### config.mk
export PLATFORM = sky130hd
export DESIGN_NAME = popcount_pipe
export DESIGN_NICKNAME = d
export VERILOG_FILES = /design/src/rtl/popcount_pipe_pkg.sv /design/src/rtl/adder_1bit_half.sv /design/src/rtl/adder_nbit_cout.sv /design/src/rtl/popcount_tree_level.sv /design/src/rtl/popcount_pipe.sv
export SDC_FILE = /design/constraint.sdc
export NUM_CORES = 1
export LEC_CHECK = 0
export CORE_AREA = 4 4 146 148
export CTS_CLUSTER_DIAMETER = 150
export DETAILED_ROUTE_END_ITERATION = 6
export DIE_AREA = 0 0 150 152
export GPL_ROUTABILITY_DRIVEN = 0
export GPL_TIMING_DRIVEN = 0
export PLACE_DENSITY_LB_ADDON = 0.05
export SYNTH_ARGS = -nofsm -noshare
export SYNTH_HDL_FRONTEND = slang
export SYNTH_SLANG_ARGS = --single-unit
### constraint.sdc
create_clock -name clk -period 13.7 [get_ports clk]
set_clock_uncertainty 0.15 [all_clocks]
set_input_delay 2.055 -clock clk [delete_from_list [all_inputs] [get_ports clk]]
set_output_delay 2.055 -clock clk [all_outputs]
set_load 0.02 [all_outputs]
### src/rtl/popcount_pipe_pkg.sv
// ---------------------------------------------------------------------------
// popcount_pipe_pkg
// Purpose : shared helpers for the pipelined population counter.
//   clog2()      - ceiling log2 for elaboration-time sizing
//   calc_cw()    - width of a popcount result for a given word width
//   calc_depth() - number of pipeline stages for a given register spacing
//   beat_ctrl_t  - sideband that travels with each beat through the pipe
// Ports   : none (package)
// ---------------------------------------------------------------------------
package popcount_pipe_pkg;

    function automatic int clog2(input int value);
        int result;
        result = 0;
        while ((1 << result) < value) begin
            result++;
        end
        return result;
    endfunction

    // A WIDTH-bit word can hold up to WIDTH ones; WIDTH = 2^L needs L+1 bits.
    function automatic int calc_cw(input int width);
        return clog2(width) + 1;
    endfunction

    // One register after every reg_every tree levels, plus one after the
    // final level when L is not a multiple of reg_every: ceil(L / reg_every).
    function automatic int calc_depth(input int width, input int reg_every);
        return (clog2(width) + reg_every - 1) / reg_every;
    endfunction

    typedef struct packed {
        logic valid;
        logic acc_en;
        logic last;
    } beat_ctrl_t;

endpackage

### src/rtl/adder_1bit_half.sv
// ---------------------------------------------------------------------------
// adder_1bit_half
// Purpose : 1-bit half adder, first level of the popcount tree.
// Params  : IMPL_TYPE - 0 = arithmetic operator, otherwise explicit XOR/AND
// Ports   : a, b   in  1  operand bits
//           sum    out 1  a ^ b
//           carry  out 1  a & b
// ---------------------------------------------------------------------------
module adder_1bit_half #(
    parameter int IMPL_TYPE = 0
) (
    input  logic a,
    input  logic b,
    output logic sum,
    output logic carry
);

    if (IMPL_TYPE == 0) begin : gen_behav
        assign {carry, sum} = {1'b0, a} + {1'b0, b};
    end else begin : gen_gate
        assign sum   = a ^ b;
        assign carry = a & b;
    end

endmodule

### src/rtl/adder_nbit_cout.sv
// ---------------------------------------------------------------------------
// adder_nbit_cout
// Purpose : N-bit unsigned adder with carry-out, used by tree levels >= 1.
// Params  : N         - operand width
//           IMPL_TYPE - 0 = arithmetic operator, otherwise explicit ripple carry
// Ports   : a, b   in  N  operands
//           sum    out N  low N bits of a + b
//           cout   out 1  carry out of bit N-1
// ---------------------------------------------------------------------------
module adder_nbit_cout #(
    parameter int N         = 2,
    parameter int IMPL_TYPE = 0
) (
    input  logic [N-1:0] a,
    input  logic [N-1:0] b,
    output logic [N-1:0] sum,
    output logic         cout
);

    if (IMPL_TYPE == 0) begin : gen_behav
        assign {cout, sum} = {1'b0, a} + {1'b0, b};
    end else begin : gen_ripple
        // The carry is kept in a block-local variable so the chain is a
        // sequence of blocking updates, not a self-referencing vector.
        always_comb begin : ripple
            logic carry;
            // NOTE: every output of a combinational block gets a value on
            // every path before anything else, otherwise a latch is inferred.
            sum   = '0;
            carry = 1'b0;
            for (int i = 0; i < N; i++) begin
                sum[i] = a[i] ^ b[i] ^ carry;
                carry  = (a[i] & b[i]) | (carry & (a[i] ^ b[i]));
            end
            cout = carry;
        end
    end

endmodule

### src/rtl/popcount_tree_level.sv
// ---------------------------------------------------------------------------
// popcount_tree_level
// Purpose : one combinational level of the popcount adder tree. Adds
//           adjacent pairs of IN_W-bit partial counts into (IN_W+1)-bit
//           counts; the carry-out becomes the new MSB so nothing overflows.
// Params  : IN_W      - width of each incoming partial count
//           N_IN      - number of incoming partial counts (even)
//           IMPL_TYPE - forwarded to every adder instance
// Ports   : din   in  N_IN*IN_W            packed partial counts, entry 0 at LSB
//           dout  out (N_IN/2)*(IN_W+1)    packed pairwise sums, entry 0 at LSB
// ---------------------------------------------------------------------------
module popcount_tree_level #(
    parameter  int IN_W      = 1,
    parameter  int N_IN      = 2,
    parameter  int IMPL_TYPE = 0,
    localparam int N_OUT     = N_IN / 2,
    localparam int OUT_W     = IN_W + 1
) (
    input  logic [N_IN*IN_W-1:0]   din,
    output logic [N_OUT*OUT_W-1:0] dout
);

    for (genvar i = 0; i < N_OUT; i++) begin : gen_pair
        if (IN_W == 1) begin : gen_half
            adder_1bit_half #(
                .IMPL_TYPE (IMPL_TYPE)
            ) u_add (
                .a     (din[2*i]),
                .b     (din[2*i+1]),
                .sum   (dout[i*OUT_W]),
                .carry (dout[i*OUT_W+1])
            );
        end else begin : gen_full
            adder_nbit_cout #(
                .N         (IN_W),
                .IMPL_TYPE (IMPL_TYPE)
            ) u_add (
                .a    (din[(2*i)*IN_W +: IN_W]),
                .b    (din[(2*i+1)*IN_W +: IN_W]),
                .sum  (dout[i*OUT_W +: IN_W]),
                .cout (dout[i*OUT_W+IN_W])
            );
        end
    end

endmodule

### src/rtl/popcount_pipe.sv
// ---------------------------------------------------------------------------
// popcount_pipe
// Purpose : pipelined population count of a WIDTH-bit word with valid/ready
//           streaming, plus an optional saturating per-packet running total.
// Params  : WIDTH     - word width, power of two (2..256); L = log2(WIDTH)
//           REG_EVERY - stage register after every REG_EVERY tree levels (1..L)
//           ACC_WIDTH - running-total width, >= CW
//           IMPL_TYPE - forwarded to every adder in the tree
// Ports   : clk        in  1          rising-edge clock
//           rst        in  1          asynchronous active-high reset
//           in_valid   in  1          input beat valid
//           in_ready   out 1          pipe can take a beat this cycle
//           A          in  WIDTH      word to count
//           acc_en     in  1          beat contributes to the running total
//           in_last    in  1          beat closes the packet (when acc_en=1)
//           out_valid  out 1          Y holds a beat
//           out_ready  in  1          downstream takes Y this cycle
//           Y          out CW         popcount of the beat
//           acc_valid  out 1          one-cycle pulse: acc_Y is a new total
//           acc_Y      out ACC_WIDTH  last completed packet total
//           acc_sat    out 1          that total was clipped
// ---------------------------------------------------------------------------
module popcount_pipe
    import popcount_pipe_pkg::*;
#(
    parameter  int WIDTH     = 32,
    parameter  int REG_EVERY = 1,
    parameter  int ACC_WIDTH = 16,
    parameter  int IMPL_TYPE = 0,
    localparam int CW        = calc_cw(WIDTH)
) (
    input  logic                 clk,
    input  logic                 rst,
    input  logic                 in_valid,
    output logic                 in_ready,
    input  logic [WIDTH-1:0]     A,
    input  logic                 acc_en,
    input  logic                 in_last,
    output logic                 out_valid,
    input  logic                 out_ready,
    output logic [CW-1:0]        Y,
    output logic                 acc_valid,
    output logic [ACC_WIDTH-1:0] acc_Y,
    output logic                 acc_sat
);

    localparam int L = clog2(WIDTH);
    localparam int P = calc_depth(WIDTH, REG_EVERY);

    // Stall-all: the whole pipe moves together whenever the output slot is
    // empty or being drained, so bubbles are simply overwritten.
    logic adv;

    assign adv      = !out_valid || out_ready;
    assign in_ready = adv;

    // -----------------------------------------------------------------------
    // Adder tree. Level k turns (WIDTH>>k) counts of k+1 bits into half as
    // many counts of k+2 bits. Each level's node_out is either its raw sum or
    // the stage register that follows it.
    // -----------------------------------------------------------------------
    for (genvar k = 0; k < L; k++) begin : gen_level
        localparam int IN_W    = k + 1;
        localparam int N_IN    = WIDTH >> k;
        localparam int BUS_IN  = N_IN * IN_W;
        localparam int BUS_OUT = (N_IN / 2) * (IN_W + 1);

        logic [BUS_IN-1:0]  lvl_in;
        logic [BUS_OUT-1:0] lvl_sum;
        logic [BUS_OUT-1:0] node_out;

        if (k == 0) begin : gen_src_word
            assign lvl_in = A;
        end else begin : gen_src_prev
            assign lvl_in = gen_level[k-1].node_out;
        end

        popcount_tree_level #(
            .IN_W      (IN_W),
            .N_IN      (N_IN),
            .IMPL_TYPE (IMPL_TYPE)
        ) u_level (
            .din  (lvl_in),
            .dout (lvl_sum)
        );

        // The last level is always registered so Y comes straight from a flop.
        if (((k + 1) % REG_EVERY == 0) || (k == L - 1)) begin : gen_reg
            logic [BUS_OUT-1:0] lvl_q;

            // NOTE: data stages are reset along with the valids so Y reads 0
            // out of reset; they are a handful of pipeline flops, not a RAM.
            always_ff @(posedge clk or posedge rst) begin
                if (rst) begin
                    lvl_q <= '0;
                end else if (adv) begin
                    lvl_q <= lvl_sum;
                end
            end

            assign node_out = lvl_q;
        end else begin : gen_wire
            assign node_out = lvl_sum;
        end
    end

    assign Y = gen_level[L-1].node_out;

    // -----------------------------------------------------------------------
    // Sideband pipe, one entry per stage register, moving in lockstep with
    // the data. acc_en/last are qualified by valid so bubbles carry nothing.
    // -----------------------------------------------------------------------
    beat_ctrl_t ctrl_q [P];

    // NOTE: sequential state is updated with non-blocking assignments so every
    // stage samples its neighbour's pre-edge value; blocking here would let a
    // beat skip stages within one clock.
    always_ff @(posedge clk or posedge rst) begin
        if (rst) begin
            for (int s = 0; s < P; s++) begin
                ctrl_q[s] <= '0;
            end
        end else if (adv) begin
            ctrl_q[0].valid  <= in_valid;
            ctrl_q[0].acc_en <= in_valid && acc_en;
            ctrl_q[0].last   <= in_valid && acc_en && in_last;
            for (int s = 1; s < P; s++) begin
                ctrl_q[s] <= ctrl_q[s-1];
            end
        end
    end

    assign out_valid = ctrl_q[P-1].valid;

    // -----------------------------------------------------------------------
    // Running total. Updated only when an acc_en beat leaves the pipe; one
    // extra bit on the adder detects the clip.
    // -----------------------------------------------------------------------
    logic [ACC_WIDTH-1:0] acc_q;
    logic                 sticky_q;
    logic [ACC_WIDTH:0]   sum_wide;
    logic                 clip;
    logic [ACC_WIDTH-1:0] sum_sat;
    logic                 acc_fire;

    always_comb begin
        sum_wide = {1'b0, acc_q} + {{(ACC_WIDTH + 1 - CW){1'b0}}, Y};
        clip     = sum_wide[ACC_WIDTH];
        sum_sat  = clip ? {ACC_WIDTH{1'b1}} : sum_wide[ACC_WIDTH-1:0];
    end

    assign acc_fire = out_valid && out_ready && ctrl_q[P-1].acc_en;

    always_ff @(posedge clk or posedge rst) begin
        if (rst) begin
            acc_q     <= '0;
            sticky_q  <= 1'b0;
            acc_Y     <= '0;
            acc_sat   <= 1'b0;
            acc_valid <= 1'b0;
        end else begin
            acc_valid <= 1'b0;
            if (acc_fire) begin
                if (ctrl_q[P-1].last) begin
                    // Publish the packet and start the next one from zero.
                    acc_Y     <= sum_sat;
                    acc_sat   <= sticky_q || clip;
                    acc_valid <= 1'b1;
                    acc_q     <= '0;
                    sticky_q  <= 1'b0;
                end else begin
                    acc_q    <= sum_sat;
                    sticky_q <= sticky_q || clip;
                end
            end
        end
    end

endmodule

Word level (Yosys, flattened, before mapping)
Index checks and enable logic that the tools add are counted.
- bits in registers: 138
- input port bits: 38
- output and inout bits: 26
- word-level logic and storage cells: 70
- $add $sub $neg: 32
- multiplexer cells: 5
- reductions and logical operators: 8
- operators with widths (operator ; count):
    $add A1 B1 Y2 ; 16
    $mux W16 ; 2
    $add A2 B2 Y3 ; 8
    $add A16 B6 Y17 ; 1
    $add A3 B3 Y4 ; 4
    $add A4 B4 Y5 ; 2
    $add A5 B5 Y6 ; 1
    $logic_and A1 B1 Y1 ; 4
    $mux W1 ; 3
    $logic_or A1 B1 Y1 ; 2
    $reduce_and A2 Y1 ; 1
    $logic_not A1 Y1 ; 1

Longest topological paths before layout
- word-level depth: 3
- mapped depth: 8
- depth with buffers taken out: 8

Cells and area by module
Synthesis repeated with hierarchy kept, for this count alone.
- cell total of the unflattened synthesis: 802
- area, all modules: 7145.6 um^2
- modules (own cells, without submodules) (module ; instances ; cells each ; area each (um^2) ; seq. area each (um^2)):
    popcount_pipe ; 1 ; 633 ; 5723.0 ; 3453.3
    adder_nbit_cout (gen_level[1].u_level.gen_pair[0].gen_full.u_add ...) ; 8 ; 7 ; 51.3 ; 0.0
    adder_nbit_cout (gen_level[2].u_level.gen_pair[0].gen_full.u_add ...) ; 4 ; 12 ; 95.1 ; 0.0
    adder_nbit_cout (gen_level[3].u_level.gen_pair[0].gen_full.u_add ...) ; 2 ; 16 ; 136.4 ; 0.0
    adder_1bit_half ; 16 ; 1 ; 12.5 ; 0.0
    adder_nbit_cout (gen_level[4].u_level.gen_pair[0].gen_full.u_add) ; 1 ; 17 ; 158.9 ; 0.0

Worst setup path after synthesis
No wires, ideal clock.
- path type: input to output
- start point: input out_ready
- end point: output in_ready
- data arrival time: 2875 ps
- data required time: 11495 ps
- slack: 8620 ps
- cell stages on the path: 5
- path buffers: 3
- path through: nor2b_1 > clkbuf_1 > inv_2 > clkbuf_1 > buf_2
- longest elaborated chain between the ends: 1
- RTL lines (element ; line ; RTL):
    start, declared ; popcount_pipe.sv:40 ; input logic out_ready,
    $logic_or A1 B1 Y1 ; popcount_pipe.sv:54 ; assign adv = !out_valid || out_ready;
    end, declared ; popcount_pipe.sv:35 ; output logic in_ready,
Every way passes these cells.

Worst setup path after layout
Same ends and word-level chain as after synthesis.

==> impl_metrics.json <==
{
  "first_global_vias": 5342,
  "ios": 64,
  "fillers": 2014,
  "hpwl_um": 11200,
  "layout-drive-gt1-share_pct": 7.22,
  "dpl.cell_count": 1056,
  "worstSetupEndpointType": "output pin",
  "routed_wl_um": 15200,
  "maxSlewHeadroom_pct": 52.0,
  "clock_latency_ns": 0.41,
  "synth_edf_count": 0,
  "core_area_um2": 20000,
  "syn_nets": 831,
  "numCtsBuffers": 17,
  "rsz0062_at_grt": "no",
  "synth_top_area_cell": "dfrtp_1",
  "wl_per_cell_um": 14.0,
  "nNetsFinal": 914,
  "fin_crit_sh_pct": 50.1,
  "start_util_pct": 34.4,
  "die_h_um": 152,
  "hold_violations": 0,
  "yosys.cell_types.count": 45,
  "path_max_fanout": 10,
  "vias_per_cell": 4.67,
  "worst_setup_path_start_kind": "primary input",
  "drt-pass1-iter-count": 4,
  "finalSetupViolations": 0,
  "grt_usage_pct": 14.3,
  "synth_top_cell_area_share_pct": 50.0,
  "syn_area_per_cell_um2": 9.56,
  "root_buffer": "clkbuf_16",
  "dieWidth_um": 150,
  "fin_setup_tns_ns": 0,
  "busiest_layer": "met2",
  "ir_drop_mv": 0.0911,
  "cts_tree": "yes",
  "yosysWarningCount": 0,
  "crit_chain": "clkdlybuf4s50_1 > nor2b_1 > clkbuf_1 > inv_2 > clkbuf_1 > buf_2 > clkdlybuf4s50_1",
  "htree_levels": 4,
  "hold_buffers": 0,
  "area_delta_synth_final_pct": 24.6,
  "grt_util_met3_pct": 2.86,
  "synth_area_um2": 6900,
  "synth_cells": 722,
  "drt_iter0_drc": 196,
  "clk_path_buf_depth": 2,
  "critPathMaxStageDelay_ns": 0.65,
  "post_cts_buffers": 0,
  "cts.sink_count": 138,
  "post_cts_resized": 0,
  "status": "completed",
  "grtUsageMet2_pct": 24.2,
  "vias": 5080,
  "final_cell_mix": "nand2_1, dfrtp_1, clkdlybuf4s50_1",
  "drtAntennaViolNets": 0,
  "synthTopCellsByArea": "dfrtp_1, nand2_1, ha_1",
  "final_common_cell": "nand2_1",
  "tightest_slew_ns": 0.720,
  "powerDensity_nw_per_um2": 224,
  "critPathKind": "in -> out",
  "overflow": 0,
  "p_leak_nw": 4.26,
  "min_period_ns": 6.86,
  "multi_input_area_um2": 3200,
  "fmax_mhz": 146,
  "seqCellArea_um2": 3450,
  "cp.required_ns": 11.49,
  "async_flop_share_pct": 100,
  "grt_pass1_wl_um": 26200,
  "synthFlopType": "dfrtp_1",
  "worstHoldPathType": "reg -> reg",
  "antenna_found_initial": 0,
  "fin_cells": 1087,
  "fp-row-count": 52,
  "die-area_um2": 22800,
  "drv_cap": 0,
  "synth_seq_cells": 138,
  "slowest_stage": "clkdlybuf4s50_1",
  "gr-usage-met1_pct": 18.0,
  "maxSlewViolCount": 0,
  "portBuffers": 63,
  "drcViolationCount": 0,
  "timing.hold.ws_ns": 0.316,
  "clk_pin_slew_ns": 0.06,
  "yosysSeqAreaShare_pct": 50.0,
  "cp.arrival_ns": 4.65,
  "num_antenna_cells": 0,
  "grt_max_degree": 72
}
[flip-flops by register name, indices dropped and copies added (netlist names)]
signal / flops
Y: 6
acc_Y: 16
acc_q: 16
acc_sat: 1
acc_valid: 1
ctrl_q: 14
gen_level.gen_reg.lvl_q: 82
out_valid: 1
sticky_q: 1
[worst paths after layout]
check / slack, ns / cells past startpoint / start / endpoint
setup / recovery: 6.84 / 7 / out_ready / in_ready
max in group asynchronous: 10.64 / 3 / rst / gen_level[1].gen_reg.lvl_q[1]
hold / removal: 0.32 / 2 / ctrl_q[5] / ctrl_q[5]
hold reg to reg: 0.32 / 2 / ctrl_q[5] / ctrl_q[5]
setup reg to reg: 11.19 / 8 / Y[0] / acc_q[15]
min in group asynchronous: 1.98 / 2 / rst / acc_Y[10]
[Yosys cell counts (all sizes together) (2+ instances only)]
cell    count
dfrtp     138
buf        12
xnor2       7
o31ai       3
and4        3
nand2b      2
and3        5
nor3       10
nor3b       2
and4bb      2
clkbuf     20
a41oi       2
xor2       14
inv        28
nand2     234
o21a        3
o211ai      2
a21oi      42
nor2       51
ha         55
o21ai      34
a21o       12
or2         2
nand4       4
fa         16
a31oi       6
nand3       3
nor2b       4
[critical path: cells and delay by family]
family	cells	cell delay, ns
buffers and inverters	6	2.53
and+or+nand+nor	1	0.06
[where the power goes]
part	leakage, nW	internal, mW	switching [mW]
registers	1.75	0.555	0.0937
logic	2.17	0.313	0.418
clock network	0.335	0.368	0.175
[metal layers]
metal / routed length, µm / vias to the layer above
met1: 6830 / 2446
li1: - / 2543
met2: 7580 / 69
met4: 346 / 0
met3: 419 / 22
met5: 0 / -
[final cells by class]
cell class                 instances  share of cell area (%)
buffer                            32                    1.67
clock buffer                      19                    5.27
clock inverter                    12                    2.84
inverter                          28                    1.28
multi-input combinational        524                    37.2
sequential                       138                    40.2
tap                              270                    3.93
timing repair buffer              64                    7.65
[cells by family after synthesis]
group                    share of synthesized area (%)
AND/OR/NAND/NOR                                   19.8
flip-flops                                        50.0
AO/OA/AOI/OAI                                     9.30
adder cells (fa/ha/maj)                           14.6
buffers and inverters                             3.61
XOR/XNOR                                          2.67
[stage by stage]
stage | cell area [µm²] | setup WS, ns | total power, mW | util (%)
finish | 8600 | 6.84 | 1.92 | 42.9
global route | 8600 | 6.69 | 2.10 | 42.9
CTS | 8600 | 6.79 | 1.96 | 42.9
detailed placement | 7900 | 6.81 | 1.40 | 39.4
global placement | 7870 | 5.61 | 1.38 | 39.3
floorplan | 6900 | 7.80 | 1.16 | -
Note: power is estimated with default switching activity, not from simulation.
